<file path="src/rtl/sim_run_controller.sv">
`timescale 1ns/1ps
`default_nettype none
// ============================================================================
//  Module   : sim_run_controller
//  Purpose  : Run-control and watchdog for the top-level bench. Sequences the
//             DUT reset, watches per-lane halt/commit strobes and two error
//             flags, enforces a run-cycle budget and a no-commit deadlock
//             window, drains after an error and reports a sticky cause.
//  Ports    : clk, rst            - bench clock, synchronous active-high reset
//             timeout_limit       - run-cycle budget (0 = no timeout)
//             halt, commit_valid  - per-lane halt and retire strobes
//             mon_error, mem_error- error flags from monitor / memory model
//             dut_rst             - reset driven to the DUT
//             done                - run finished, held until rst
//             status              - 0 RUN,1 HALT,2 TIMEOUT,3 DEADLOCK,4 ERROR
//             cycle_count         - RUN/DRAIN cycles elapsed, saturating
//             commit_count        - total commits, saturating
//  Revision : 1.0 - initial release
// ============================================================================
module sim_run_controller #(
   parameter int CHANNELS        = 8,
   parameter int CNT_W           = 32,
   parameter int RESET_CYCLES    = 2,
   parameter int DRAIN_CYCLES    = 5,
   parameter int DEADLOCK_CYCLES = 100000
) (
   input  logic             clk,
   input  logic             rst,
   input  logic [CNT_W-1:0] timeout_limit,
   input  logic [CHANNELS-1:0] halt,
   input  logic [CHANNELS-1:0] commit_valid,
   input  logic             mon_error,
   input  logic             mem_error,
   output logic             dut_rst,
   output logic             done,
   output logic [2:0]       status,
   output logic [CNT_W-1:0] cycle_count,
   output logic [CNT_W-1:0] commit_count
);

   localparam int PC_W    = $clog2(CHANNELS + 1);
   localparam int RST_W   = (RESET_CYCLES > 1) ? $clog2(RESET_CYCLES) : 1;
   localparam int DRAIN_W = (DRAIN_CYCLES > 1) ? $clog2(DRAIN_CYCLES) : 1;
   localparam int IDLE_W  = (DEADLOCK_CYCLES > 0) ? $clog2(DEADLOCK_CYCLES + 1) : 1;

   localparam logic [RST_W-1:0]   c_RST_LAST   = RST_W'(RESET_CYCLES - 1);
   localparam logic [DRAIN_W-1:0] c_DRAIN_LAST = DRAIN_W'((DRAIN_CYCLES > 0) ? DRAIN_CYCLES - 1 : 0);
   localparam logic [IDLE_W-1:0]  c_IDLE_LAST  = IDLE_W'((DEADLOCK_CYCLES > 0) ? DEADLOCK_CYCLES - 1 : 0);

   localparam logic [2:0] c_ST_RUNNING  = 3'd0;
   localparam logic [2:0] c_ST_HALT     = 3'd1;
   localparam logic [2:0] c_ST_TIMEOUT  = 3'd2;
   localparam logic [2:0] c_ST_DEADLOCK = 3'd3;
   localparam logic [2:0] c_ST_ERROR    = 3'd4;

   typedef enum logic [1:0] {
      S_RESET_HOLD = 2'd0,
      S_RUN        = 2'd1,
      S_DRAIN      = 2'd2,
      S_DONE       = 2'd3
   } state_t;

   state_t             r_state;
   logic [RST_W-1:0]   r_rst_cnt;
   logic [DRAIN_W-1:0] r_drain_cnt;
   logic [IDLE_W-1:0]  r_idle_cnt;

   logic [PC_W-1:0]    w_popcount;
   logic [CNT_W:0]     w_commit_sum;
   logic [CNT_W-1:0]   w_commit_next;
   logic [CNT_W-1:0]   w_cycle_next;
   logic [CNT_W:0]     w_cycle_plus1;
   logic               w_any_commit;
   logic               w_timeout_hit;
   logic               w_deadlock_hit;

   always_comb begin
      w_popcount = '0;
      for (int i = 0; i < CHANNELS; i++) begin
         w_popcount = w_popcount + PC_W'(commit_valid[i]);
      end
   end

   // Sum carried one bit wider so saturation is judged on the true total.
   assign w_commit_sum  = {1'b0, commit_count} + (CNT_W+1)'(w_popcount);
   assign w_commit_next = w_commit_sum[CNT_W] ? {CNT_W{1'b1}} : w_commit_sum[CNT_W-1:0];
   assign w_cycle_next  = (&cycle_count) ? cycle_count : cycle_count + CNT_W'(1);

   // Fires on the cycle that completes cycle number timeout_limit.
   assign w_cycle_plus1  = {1'b0, cycle_count} + (CNT_W+1)'(1);
   assign w_timeout_hit  = (timeout_limit != '0) && (w_cycle_plus1 == {1'b0, timeout_limit});

   assign w_any_commit   = |commit_valid;
   // This idle cycle is the DEADLOCK_CYCLES-th consecutive one.
   assign w_deadlock_hit = (DEADLOCK_CYCLES != 0) && !w_any_commit && (r_idle_cnt == c_IDLE_LAST);

   always_ff @(posedge clk) begin
      if (rst) begin
         r_state      <= S_RESET_HOLD;
         r_rst_cnt    <= '0;
         r_drain_cnt  <= '0;
         r_idle_cnt   <= '0;
         dut_rst      <= 1'b1;
         done         <= 1'b0;
         status       <= c_ST_RUNNING;
         cycle_count  <= '0;
         commit_count <= '0;
      end else begin
         case (r_state)
            S_RESET_HOLD: begin
               if (r_rst_cnt == c_RST_LAST) begin
                  r_state <= S_RUN;
                  dut_rst <= 1'b0;
               end else begin
                  r_rst_cnt <= r_rst_cnt + RST_W'(1);
               end
            end

            S_RUN: begin
               cycle_count  <= w_cycle_next;
               commit_count <= w_commit_next;
               r_idle_cnt   <= w_any_commit ? '0 : r_idle_cnt + IDLE_W'(1);
               if (mon_error || mem_error) begin
                  status      <= c_ST_ERROR;
                  r_drain_cnt <= '0;
                  if (DRAIN_CYCLES == 0) begin
                     r_state <= S_DONE;
                     done    <= 1'b1;
                  end else begin
                     r_state <= S_DRAIN;
                  end
               end else if (|halt) begin
                  status  <= c_ST_HALT;
                  r_state <= S_DONE;
                  done    <= 1'b1;
               end else if (w_timeout_hit) begin
                  status  <= c_ST_TIMEOUT;
                  r_state <= S_DONE;
                  done    <= 1'b1;
               end else if (w_deadlock_hit) begin
                  status  <= c_ST_DEADLOCK;
                  r_state <= S_DONE;
                  done    <= 1'b1;
               end
            end

            S_DRAIN: begin
               cycle_count  <= w_cycle_next;
               commit_count <= w_commit_next;
               if (r_drain_cnt == c_DRAIN_LAST) begin
                  r_state <= S_DONE;
                  done    <= 1'b1;
               end else begin
                  r_drain_cnt <= r_drain_cnt + DRAIN_W'(1);
               end
            end

            S_DONE: begin
               // Everything frozen until rst.
            end

            default: r_state <= S_RESET_HOLD;
         endcase
      end
   end

endmodule
`default_nettype wire

</file>
<file path="config.mk">
export PLATFORM = sky130hd
export DESIGN_NAME = sim_run_controller
export DESIGN_NICKNAME = d
export VERILOG_FILES = /design/src/rtl/sim_run_controller.sv
export SDC_FILE = /design/constraint.sdc
export NUM_CORES = 1
export LEC_CHECK = 0
export BUFFER_PORTS_ARGS = -buffer_cell sky130_fd_sc_hd__buf_2
export CORE_MARGIN = 4
export CORE_UTILIZATION = 35
export DETAILED_ROUTE_END_ITERATION = 10
export MAX_ROUTING_LAYER = met4
export PLACE_DENSITY = 0.54
export REMOVE_ABC_BUFFERS = 1
export SETUP_SLACK_MARGIN = 0.3
export SLEW_MARGIN = 5
export SYNTH_ARGS = -nofsm -noshare
export SYNTH_HDL_FRONTEND = slang
export SYNTH_SLANG_ARGS = --single-unit
export TNS_END_PERCENT = 100
</file>
<file path="constraint.sdc">
create_clock -name clk -period 5.78 [get_ports clk]
set_input_delay 1.445 -clock clk [delete_from_list [all_inputs] [get_ports clk]]
set_output_delay 1.445 -clock clk [all_outputs]
set_load 0.02 [all_outputs]
</file>
# Yosys cells after proc, flatten, opt, wreduce, memory -nomap -nowiden
# Cells that the tools add are included.
[classes]
add_sub_neg = 13
mul = 0
div = 0
magnitude_cmp = 0
eq_ne = 12
n_shift = 0
n_mux = 23
n_bitwise = 1
n_reduce_logical = 19
[ops]
columns = ["cell", "count"]
rows = [
  ["adder 32 x 1 -> 33 bit (second input constant)", 1],
  ["adder 32 x 4 -> 33 bit", 1],
  ["equality test 33 x 32 -> 1 bit", 1],
  ["adder 32 x 1 -> 32 bit (second input constant)", 1],
  ["two-way mux 32 bit", 1],
  ["AND reduction 32 bit", 1],
  ["nonzero test 32 bit", 1],
  ["two-way mux 3 bit", 6],
  ["adder 17 x 1 -> 17 bit (second input constant)", 1],
  ["equality test 17 bit (second input constant)", 1],
  ["two-way mux 17 bit", 1],
  ["adder 4 x 1 -> 4 bit", 4],
  ["OR reduction 8 bit", 2],
  ["two-way mux 2 bit", 6],
  ["inequality test 2 bit (second input constant)", 5],
  ["AND reduction 4 bit", 2],
  ["two-way mux 1 bit", 6],
  ["one-hot mux 2 bit (3 select lines)", 1],
  ["one-hot mux 3 bit (2 select lines)", 1],
  ["AND reduction 2 bit", 3],
  ["inequality test 5 bit (second input constant)", 1],
  ["adder 3 x 1 -> 4 bit", 1],
  ["inequality test 4 bit (second input constant)", 1],
  ["nonzero test 4 bit", 1],
  ["other kinds (17)", 18],
]
[word_totals]
reg_bits = 92
latchBits = 0
mem_bits_rw = 0
rom_bits = 0
input_bits = 52
out_inout_bits = 69
word_cells = 77
mem_count = 0

# Logic depth before layout (Yosys ltp)
# Gate-level depths: netlist of run 1.
[depth]
depth_word = 9
mapped_depth = 15
ltp_nobuf = 15

# Worst setup path after synthesis of run 1
# Ideal clock, no wire load.
[synth_timing]
kind = "input to register"
startpoint = "in commit_valid[0]"
endpoint = "reg commit_count[10]"
setup_ns = 0.070
t_arrival_ns = 4.866
slack_ns = 0.844
cell_stages = 14
path_buffers = 1
cell_sequence = "fa_1 inv_1 fa_1 fa_1 fa_1 inv_1 fa_1 a21o_1 a21oi_1 nand2b_1 nor3_1 nand4_1 clkbuf_1 a21oi_1"
[synth_via]
elab_chain_len = 9
[synth_lines]
columns = ["element", "line_no", "text"]
rows = [
  ["from (decl)", "31", "input logic [CHANNELS-1:0] commit_valid,"],
  ["adder 1 x 1 -> 2 bit", "80", "w_popcount = w_popcount + PC_W'(commit_valid[i]);"],
  ["adder 2 x 1 -> 3 bit", "80", ""],
  ["adder 3 x 1 -> 4 bit", "80", ""],
  ["adder 4 x 1 -> 4 bit (4 in a row)", "80", ""],
  ["adder 32 x 4 -> 33 bit", "85", "assign w_commit_sum = {1'b0, commit_count} + (CNT_W+1)'(w_popcount);"],
  ["two-way mux 32 bit", "86", "assign w_commit_next = w_commit_sum[CNT_W] ? {CNT_W{1'b1}} : w_commit_sum[CNT_W-1:0];"],
  ["to (signal assigned)", "121", "commit_count <= w_commit_next;"],
  ["to (signal assigned)", "149", "commit_count <= w_commit_next;"],
  ["to (decl)", "38", "output logic [CNT_W-1:0] commit_count"],
]
# No other way between the ends.
# A chain may end at the register's enable or synchronous reset.

# Worst setup path in the final report of run 1
[layout_timing]
startpoint = "in commit_valid[0]"
endpoint = "reg commit_count[31]"
# Same word-level chain as after synthesis.

==> results of run 1 <==
-- through the flow --
step                      std cells  power (W)  setup WS, ps  cell area (µm²)  hold WS (ps)
after global routing           1026   0.001963         485.1             6773         492.3
after detailed placement       1010   0.001235         391.8             6456         442.9
after CTS                      1026   0.001881         766.2             6773         463.4
after global placement         1010   0.001217         549.0             6456         438.4
after floorplan                 669   0.001060         481.5             5548         440.2
final                          1026   0.001853         732.5             6773         453.6
-- layout by cell type, fill, tap and decap left out, types with 27 or more instances in the layout --
cell type,Yosys,final
nand2_1,57,57
nand3_1,35,35
xnor2_1,55,55
a21oi_1,41,41
nor2_1,85,85
inv_1,27,27
nand4_1,32,32
dfxtp_1,92,92
xor2_1,49,49
buf_2,11,120
-- power groups by stage --
stage          sequential [W]  clock (W)  combinational [W]
6_report             0.000710   0.000634           0.000509
5_1_grt              0.000715   0.000678           0.000570
4_1_cts              0.000709   0.000657           0.000514
3_5_place_dp         0.000723          0           0.000511
3_3_place_gp         0.000722          0           0.000495
2_1_floorplan        0.000748          0           0.000312
-- worst min path at each step --
stage	from	to	cells past startpoint
after global placement	dut_rst	dut_rst	1
after floorplan	r_rst_cnt	r_rst_cnt	2
final	dut_rst	dut_rst	1
after CTS	dut_rst	dut_rst	1
after detailed placement	dut_rst	dut_rst	1
after global routing	dut_rst	dut_rst	1
-- cells by family after synthesis --
| group | synth area share, % |
|---|---|
| buffers and inverters | 4.140 |
| multiplexers | 1.409 |
| AO/OA/AOI/OAI | 12.49 |
| XOR/XNOR | 16.03 |
| flip-flops | 32.42 |
| adder cells (fa/ha/maj) | 5.065 |
| AND/OR/NAND/NOR | 28.45 |
-- per-layer routing --
metal	wire length (µm)	vias up	track usage, %
met5	0	-	-
met4	367	0	6.775
met3	871	27	2.675
met2	7685	157	29.42
met1	7258	2516	23.36
li1	-	2686	-
-- final cells by class --
type                       instances  area [µm²]
inverter                          27       101.3
fill                            1681        9112
timing repair buffer             125       638.1
multi-input combinational        550        3605
clock buffer                      10       229.0
sequential                        92        1842
clock inverter                     6       87.58
tap                              216       270.3
-- registers in the layout, indices dropped and copies added, names as in the netlist --
name and flops:
status 3, r_drain_cnt 3, r_idle_cnt 17, r_rst_cnt 1, commit_count 32, dut_rst 1
cycle_count 32, done 1, r_state 2
==> run summary, run 1 <==
The worst-case vdd ir drop is 0.2128 mV. The tightest min-delay check is of the reg2reg type. In this run the cell area of the synthesized design comes to about 5700 µm². The share of power burned in registers came out at 38.3%. The count of nets left with antenna violations once routing finished came out at 0.

Net switching is 32.71% of the power. Summed over its instances, the top area cell type makes up between 30% and 40% of the synthesized netlist area. The count of routing violations after the opening detailed-route iteration came out at around 300. The final-report max-slew violation count came out at 0. The number of sinks handled by clock tree synthesis came out at 92. The detailed-route wire length is 16180 µm.

The global placer's final weighted congestion came out at around 0.9. After floorplanning, the core was sized to cover 15890 µm². The final core area utilization came out at between 40% and 50%. The detailed-routing iteration count for the pre-antenna-repair pass came out at 5. The average routed wire per standard cell came out at roughly 16 µm. The largest area contributor in the synthesized netlist is dfxtp_1. The deepest clock path buffer count came out at 2. The total I/O pin count came out at roughly 120. For the worst flop-to-flop path, the logic depth is 15. The number of global-route vias before repair came to 5223. The number of vias in the routed layout came out at about 5.4k. The setup check on the worst reg-to-reg path leaves a slack of approximately 2100 ps.

The number of failing hold endpoints at the final stage came to 0. The final critical-path share of the clock period is about 87%. The endpoint identified for the worst register-to-register timing path is commit_count[31]. The highest clock frequency the design can meet is about 200 MHz. The final setup violation count came out at 0. Among all stages on the critical path, the largest delay is contributed by fa_1. Dividing the synthesized area by the synthesized cell count gives 8.105 µm². TritonCTS built the clock tree. Clock-pin slew was measured on the worst setup and hold paths at 70 ps.

The flop and latch count out of synthesis is ~90. Setup repair after global routing left no endpoint under its margin. In this run the worst setup path begins at commit_valid[0]. The total setup buffers inserted after CTS is 0.

The number of synthesized flops with an enable pin came out at 0. The number of input and output port buffers inserted is 120. For this run, design rule violations remaining after detail routing come to 0. The wire length of the first global-routing pass came out at 26480 µm. The total CTS buffers is 9. For this run, the number of Yosys warnings is 0.

Yosys attributes the largest share of cell area to dfxtp_1, xnor2_1, xor2_1. The signal on the critical path passes through buf_2 > fa_1 > inv_1 > fa_1 > fa_1 > fa_1 > inv_1 > fa_1 > a21o_1 > a21oi_1 > nand2b_1 > nor3_1 > nand4_1 > buf_4 > nand2_1 > mux2i_1 > nor2_1. The number of core rows is 46. The worst path arrival time came out at 5240 ps. Data on the critical path is required at its endpoint by around 6000 ps.

The starting density of the core came out at a little over a third. Synthesis produced a netlist whose cell count is approximately 700. The power density of the placed cells came out at ~270 nW/µm². The combined buffer and inverter count along the critical path came out at 4.

Entering global routing, the biggest net connects 43 pins. The sequential area share after synthesis is between 30% and 40%. For the finished layout, the period the worst path requires is around 5000 ps. The kind of cell with the highest combined delay on the critical path is adder cells.

The run finished with clean final reports. The clock network power share came out at approximately a third. At the later pin of the worst-skew pair, clock insertion delay measures between 300 and 400 ps. The synthesized netlist contains 64 unique library cells. The most common cell in the netlist is dfxtp_1. The cell sitting at the root of the clock tree is a clkbuf_16. The static power due to leakage is roughly 2.6 nW.

The start of the worst register-to-register path is commit_count[0]. For this design the total switching power over the nets is 0.0006062 W. The level count of the clock H-tree came out at 3. The post-cts sizing count is 0. The repair_antennas step left the layout with diodes totalling 0. The number of hold buffers added after CTS came out at 0. The type of the setup path with the least slack is in2reg.

The commonest cells after synthesis are dfxtp_1, nor2_1, nand2_1. The number of antenna violations at the first check in global routing came to 0. The area growth from synthesis to layout came out at 19.20%. The final-layout setup total negative slack is 0 ps.

The measured slew at the worst slew-check pin came out at 845.0 ps. Across the run, the number of max-cap violations was 0. The critical path launch point type is a primary input. Of all flip-flops after synthesis, the portion carrying an async set or reset was 0%. For this run, the leading register cell type out of synthesis is dfxtp_1. The overall die area is approximately 18000 µm². The total overflow left after global routing is 0. The floorplan die height is ~140 µm. The post-DP HPWL came out at 12410 µm. In this design, the stage delay of the slowest critical-path cell is roughly 530 ps. For this run, the total global-route usage over all layers was measured as 18.27%. In this design, the critical path's most frequently occurring cell is fa_1. The combinational fraction of design power is 27.5%. The internal power of the cells came out at between 0.001 and 0.0015 W. The proportion of layout cells with a drive suffix above 1 came out at 18.52%. The largest driver fanout on the critical path is 26. In this run the worst setup path terminates at commit_count[31]. The instance count on the critical path came out at 17. Using the TritonRoute via totals, the vias-per-cell ratio works out to 5.250.

STA classifies the critical path endpoint as a flip-flop. The normalized max-slew margin came out at around 44%. The post-layout net count is about 880.

The floorplan step set the die width to around 140 µm. The worst clock skew on the final layout is between 10 and 15 ps.
No activity file was read; power rests on OpenSTA's default activity.
==> inputs of run 2 (changes only) <==
--- a/config.mk
+++ b/config.mk
@@ -7,10 +7,11 @@
 export LEC_CHECK = 0
 export BUFFER_PORTS_ARGS = -buffer_cell sky130_fd_sc_hd__buf_2
 export CORE_MARGIN = 4
-export CORE_UTILIZATION = 35
+export CORE_UTILIZATION = 55
+export CTS_CLUSTER_SIZE = 40
 export DETAILED_ROUTE_END_ITERATION = 10
 export MAX_ROUTING_LAYER = met4
-export PLACE_DENSITY = 0.54
+export PLACE_DENSITY = 0.79
 export REMOVE_ABC_BUFFERS = 1
 export SETUP_SLACK_MARGIN = 0.3
 export SLEW_MARGIN = 5
==> run summary, run 2 (same netlist as run 1, synthesis figures left out) <==
The final critical-path share of the clock period is 88.22%. During I/O placement, the number of pins put on the boundary was about 120. The kind of capture point of the worst setup path is a flip-flop. The post-cts sizing count is 0. The antenna diode count came out at 0. The core region area is 9910 µm². The clock period minus worst slack came out at slightly above 5000 ps. The HPWL after detailed placement is approximately 11000 µm. The summed area of non-filler cells in the final layout is between 6000 and 7000 µm². Across the VDD grid, the largest voltage drop is 0.2843 mV. The final-report max-slew violation count was 0. The number of hold buffers added after CTS came out at 0. The clock transition at the registers of the reported paths is roughly 90 ps.

The number of failing hold endpoints at the final stage is 0. The measured slew at the worst slew-check pin came out at between 1000 and 1500 ps. The global placer's final weighted congestion is roughly 0.94. Clock tree synthesis found a total of between 90 and 100 sinks. The area after detailed placement came out at between 6000 and 7000 µm². The starting density of the core is between 50% and 60%. Counting tap cells, the placed design contains a total of just over 900 instances. The final routed DRC violation total came out at 0. The floorplan die height is around 110 µm.

The total overflow left after global routing is 0. The total CTS buffers came out at 9. The most common cell after layout, fill and taps aside is buf_2. The largest driver fanout on the critical path is 4. The number of antenna violations at the first check in global routing is 0. The via density per instance came out at just under 6. Setup total negative slack on the finished layout was measured at 0 ps. The number of vias in the routed layout came out at 5535. The total setup buffers inserted after CTS is 0.

The cell at the root of the clock tree is clkbuf_8. Relative to the synthesized area, the layout overhead comes to 15.44%. The number of global-route vias before repair came to about 5.3k.

Setup violations remaining at the end of the flow were counted as 0. The max capacitance violation total came out at 0. The overall die area is approximately 12000 µm².

The post-layout instance count excluding filler cells came out at ~940. The count of routing violations after the opening detailed-route iteration came out at 352. The proportion of layout cells with a drive suffix above 1 came out at between 15 and 20%. After detailed routing, the average wire length per cell comes to approximately 16 µm. The final layout contains routed wiring with a total length of 14950 µm. The worst hold margin came out at approximately 470 ps. The clock passes through at most 2 buffers. The number of input and output port buffers inserted came out at 120.

The number of core rows came out at 36. The first detailed-routing pass ran for 5 iterations. In the final layout, the registers with the most flip-flops are commit_count: 32 flops, cycle_count: 32 flops, r_idle_cnt: 17 flops. The post-layout net count is approximately 880. The worst clock skew on the final layout is around 12 ps. The first global-routing pass estimated 24670 µm of wire.

The insertion delay of the later-clocked pin in the worst-skew pair is 360 ps. STA classifies the critical path startpoint as a primary input. TritonCTS built the clock tree.

In the layout the commonest cells are buf_2, dfxtp_1, nor2_1. Entering global routing, the biggest net connects 46 pins. The static power due to leakage came out at between 2 and 3 nW. Setup repair after global routing left no endpoint under its margin. The worst path arrival time came out at around 5300 ps.

The run finished with clean final reports. The level count of the clock H-tree is 3. Before CTS, the worst setup slack after placement is about 320 ps. The setup slack after layout came out at between 600 and 700 ps. In this run the remaining antenna-violating nets after routing total 0. For this design the ratio of total power to cell area is 255.5 nW/µm².

The data required time at the worst endpoint came out at about 6000 ps. The tightest min-delay check is of the reg2reg type. The die is between 100 and 150 µm wide. The critical path in this run is classified as in2reg. The normalized max-slew margin is 18.87%.

The global-route usage over all layers is between 20% and 30%. Static timing analysis puts the maximum clock frequency at between 150 and 200 MHz.
[run 2: changes by cell type in the layout (fill, tap and decap cells not counted), sizes merged]
cell | before | now
clkinv | 3 | 1
bufinv | 2 | 1
inv | 28 | 27
clkinvlp | 0 | 1
clkbuf | 10 | 13
buf | 125 | 123
[run 2: path summary, 6_finish.rpt]
kind	cells after the start	startpoint	slack, ps	endpoint
hold reg to reg	1	dut_rst	470	dut_rst
hold / removal	1	dut_rst	470	dut_rst
setup reg to reg	12	commit_count[0]	1990	commit_count[27]
setup / recovery	14	commit_valid[0]	680	commit_count[27]
[run 2: per-stage QoR]
stage	total power [W]	utilization [%]
6_report	0.001676	66.19
4_1_cts	0.001687	66.19
2_1_floorplan	0.001060	-
3_5_place_dp	0.001215	63.95
3_3_place_gp	0.001194	63.95
5_1_grt	0.001778	66.19
[run 2: cell type report]
cell class / count / area (µm²)
clock buffers: 13 / 178.9
clock inverters: 3 / 42.54
fillers: 870 / 3351
inverters: 27 / 101.3
multi-input cells: 550 / 3605
flip-flops and latches: 92 / 1842
well taps: 133 / 166.4
repair buffers: 123 / 623.1
[run 2: metal layers]
layer	GRT usage, %	vias to the layer above	routed length [µm]
met5	-	-	0
met4	7.747	0	253
met3	4.345	22	1089
met2	42.94	222	7285
met1	33.11	2608	6322
li1	-	2683	-
[run 2: report_power, final]
group	switching [W]	internal [W]	total, W
clock network	0.000224	0.000247	0.000470
registers	0.0000385	0.000671	0.000710
logic	0.000305	0.000190	0.000496
[run 2: critical path: stages]
cell and delay [ps]:
buf_2 120, fa_1 540, inv_1 50, fa_1 490, fa_1 430, fa_1 390
nor2b_1 110, o21ai_0 100, a21boi_0 280, o2111ai_1 260, nor4_1 520, nor3b_1 310
mux2i_1 220, nor2_1 60
==> inputs of run 3 (changes only) <==
--- a/config.mk
+++ b/config.mk
@@ -7,11 +7,11 @@
 export LEC_CHECK = 0
 export BUFFER_PORTS_ARGS = -buffer_cell sky130_fd_sc_hd__buf_2
 export CORE_MARGIN = 4
-export CORE_UTILIZATION = 55
+export CORE_UTILIZATION = 50
 export CTS_CLUSTER_SIZE = 40
 export DETAILED_ROUTE_END_ITERATION = 10
 export MAX_ROUTING_LAYER = met4
-export PLACE_DENSITY = 0.79
+export PLACE_DENSITY = 0.76
 export REMOVE_ABC_BUFFERS = 1
 export SETUP_SLACK_MARGIN = 0.3
 export SLEW_MARGIN = 5
==> constraint.sdc (replaced) <==
create_clock -name clk -period 4.2 [get_ports clk]
set_input_delay 1.05 -clock clk [delete_from_list [all_inputs] [get_ports clk]]
set_output_delay 1.05 -clock clk [all_outputs]
set_load 0.02 [all_outputs]
==> run summary, run 3 (same netlist as run 1, synthesis figures left out) <==
The overall die area is 13130 µm². The average routed wire per standard cell is 16.17 µm. The worst clock skew on the final layout is just over 7 ps. The static power due to leakage came out at 2.795 nW.

In this run the tool buffered the top-level ports with 120 buffer cells. The worst hold margin is around 470 ps. For this configuration, the core starts out at a cell density of roughly half. The die width came out at between 100 and 150 µm. Across the run, the number of max-cap violations was 0.

The summed area of non-filler cells in the final layout is approximately 6900 µm². The floorplan die height came out at 114.6 µm. Measured in cells, the most critical reg-to-reg path has a length of 9.

The final-report max-slew violation count is 0. Buffers inserted during clock tree synthesis total 9. The start of the worst register-to-register path is cycle_count[0]. The critical path goes through buf_6 > fa_1 > inv_1 > fa_1 > fa_1 > fa_2 > inv_2 > fa_2 > a21o_1 > a21oi_2 > nand2b_4 > buf_4 > nor2_1 > nand4_1 > xor2_1 > a21oi_1. The count of routing violations after the opening detailed-route iteration is ~320.

The worst slack at placement is -643.3 ps. The number of antenna violations at the first check in global routing came out at 0. The slowest stage of the critical path is the fa_1 cell. In this run the worst hold path is classified as reg2reg. The wire length of the first global-routing pass came out at 25980 µm. Cells with a size suffix above 1 make up 23.04% of the layout. The final-layout setup total negative slack is -29.70 ps. The most numerous cell type found on the critical path is fa_1. The setup slack after layout came out at -12.32 ps. Before antenna repair, the detailed router went through 5 iterations. The power density of the placed cells came out at about 370 nW/µm². After detailed routing, the number of remaining DRC violations is 0. The number of cells traversed by the worst hold path came out at 2. The largest registers in the layout are commit_count: 32 flops, cycle_count: 32 flops, r_idle_cnt: 17 flops. The post-layout net count is between 800 and 900. The root buffer cell chosen for the clock tree is clkbuf_16. The highest clock frequency the design can meet came out at between 200 and 250 MHz.

The level count of the clock H-tree is 3. In the layout the commonest cells are buf_2, dfxtp_1, nor2_1. The area after detailed placement is about 6500 µm². Dividing the detail-routed via count by the number of cells gives ~5.7.

Setup repair after global routing could not meet its margin everywhere. In this run the critical register-to-register path is captured at status[1]. The type of the setup path with the least slack is in2reg.

The combined buffer and inverter count along the critical path came out at 4. The post-DP HPWL is 11730 µm. At the worst endpoint, the arrival time is ~4500 ps. The final core area utilization came out at between 60% and 70%. STA classifies the critical path endpoint as a flip-flop. The flow ran to the end, but the final reports show violations. The library cell used most frequently in the layout, excluding fill and tap cells, is buf_2. The global-route usage over all layers came out at 24.83%. Among cell families on the critical path, the largest total delay comes from adder cells. The total I/O pin count came out at approximately 120.

The worst hold path begins at r_rst_cnt. The global placer's final weighted congestion is a little over 0.9. In the finished design, the share of the clock period the worst path needs comes to 100.3%. The later pin in the worst-skew pair is clocked with a latency of ~350 ps.

The core region area came out at 10980 µm². The path with the worst hold slack has its endpoint at r_rst_cnt. The detailed-route wire length is roughly 16000 µm. In this run the worst path has a maximum fanout of 3. The number of sinks handled by clock tree synthesis came out at 92. The measured slew at the worst slew-check pin came out at around 630 ps. The number of failing hold endpoints at the final stage is 0. The setup check on the worst reg-to-reg path leaves a slack of around 700 ps. The clock transition at the registers of the reported paths came out at approximately 70 ps.

Setup violations remaining at the end of the flow were counted as 4. For this run, the slowest stage of the critical path takes 530 ps. The post-route antenna net violation count came out at 0. The maximum number of pins on one net before global-route repair came out at 33. TritonCTS built the clock tree. The area growth from synthesis to layout is 21.85%.

The data required time at the worst endpoint came out at ~4500 ps. The normalized max-slew margin came out at 56.66%. The number of global-route vias before repair is 5430. The antenna diode count is 0. The worst setup path is launched from a primary input.

The checks that failed: negative setup slack. The remaining global-route overflow is 0. The number of core rows came out at 38. No sink is reached through more buffers than the 2 on the longest clock path. The final route contains ~5.5k vias.

The worst-case vdd ir drop came out at roughly 0.34 mV. The clock period minus worst slack is around 4200 ps.
run 3: changes by cell type in the layout (fill, tap and decap cells not counted), sizes merged:
cell | before | now
buf | 123 | 144
inv | 27 | 29
bufinv | 1 | 0
clkbuf | 13 | 12
run 3: tightest hold or removal path, cell delays in order, from the launching register on:
cell and delay (ps):
dfxtp_1 320, nor2_1 50, nor2_1 70
run 3: final cells by class:
type                    count  area (µm²)
clock buffers              12       266.5
clock inverters             4       30.03
inverters                  27       101.3
repair buffers            144       798.3
well taps                 140       175.2
fillers                   928        4060
multi-input cells         550        3710
flip-flops and latches     92        1842
run 3: worst max path at each step:
stage	startpoint	endpoint	slack, ps	cells after the start
floorplan	commit_valid[0]	commit_count[27]	-700	15
global placement	commit_valid[0]	commit_count[28]	-460	15
detailed placement	commit_valid[0]	commit_count[26]	-640	16
CTS	commit_valid[0]	commit_count[27]	-10	17
global route	commit_valid[0]	commit_count[27]	-180	17
finish	commit_valid[0]	commit_count[12]	-10	16
run 3: metal layers:
metal	up-vias	part of all wire, %	GRT usage (%)
met3	16	5.7	4.228
met4	0	1.6	7.918
met1	2628	44	31.00
met5	-	0	-
li1	2736	-	-
met2	168	49	40.90
run 3: report_power, final:
part	switching, W	internal [W]	leakage [nW]
Sequential	0.0000523	0.000925	0.743
Clock	0.000339	0.000453	0.146
Combinational	0.000454	0.000328	1.91
run 3: per-stage QoR:
| step | instances | power [W] |
|---|---|---|
| 2_1_floorplan | 669 | 0.001459 |
| 3_3_place_gp | 946 | 0.001679 |
| 3_5_place_dp | 946 | 0.001714 |
| 4_1_cts | 966 | 0.002553 |
| 5_1_grt | 969 | 0.002709 |
| 6_report | 969 | 0.002550 |
run 3: timing repair:
| action | 4_1_cts | 5_1_grt |
|---|---|---|
| cloned | 0 | 0 |
| hold buffers | 0 | 0 |
| pin swaps | 11 | 5 |
| setup buffers | 4 | 3 |
| gates resized for setup | 25 | 6 |
| endpoints found under the setup margin | 32 | 32 |
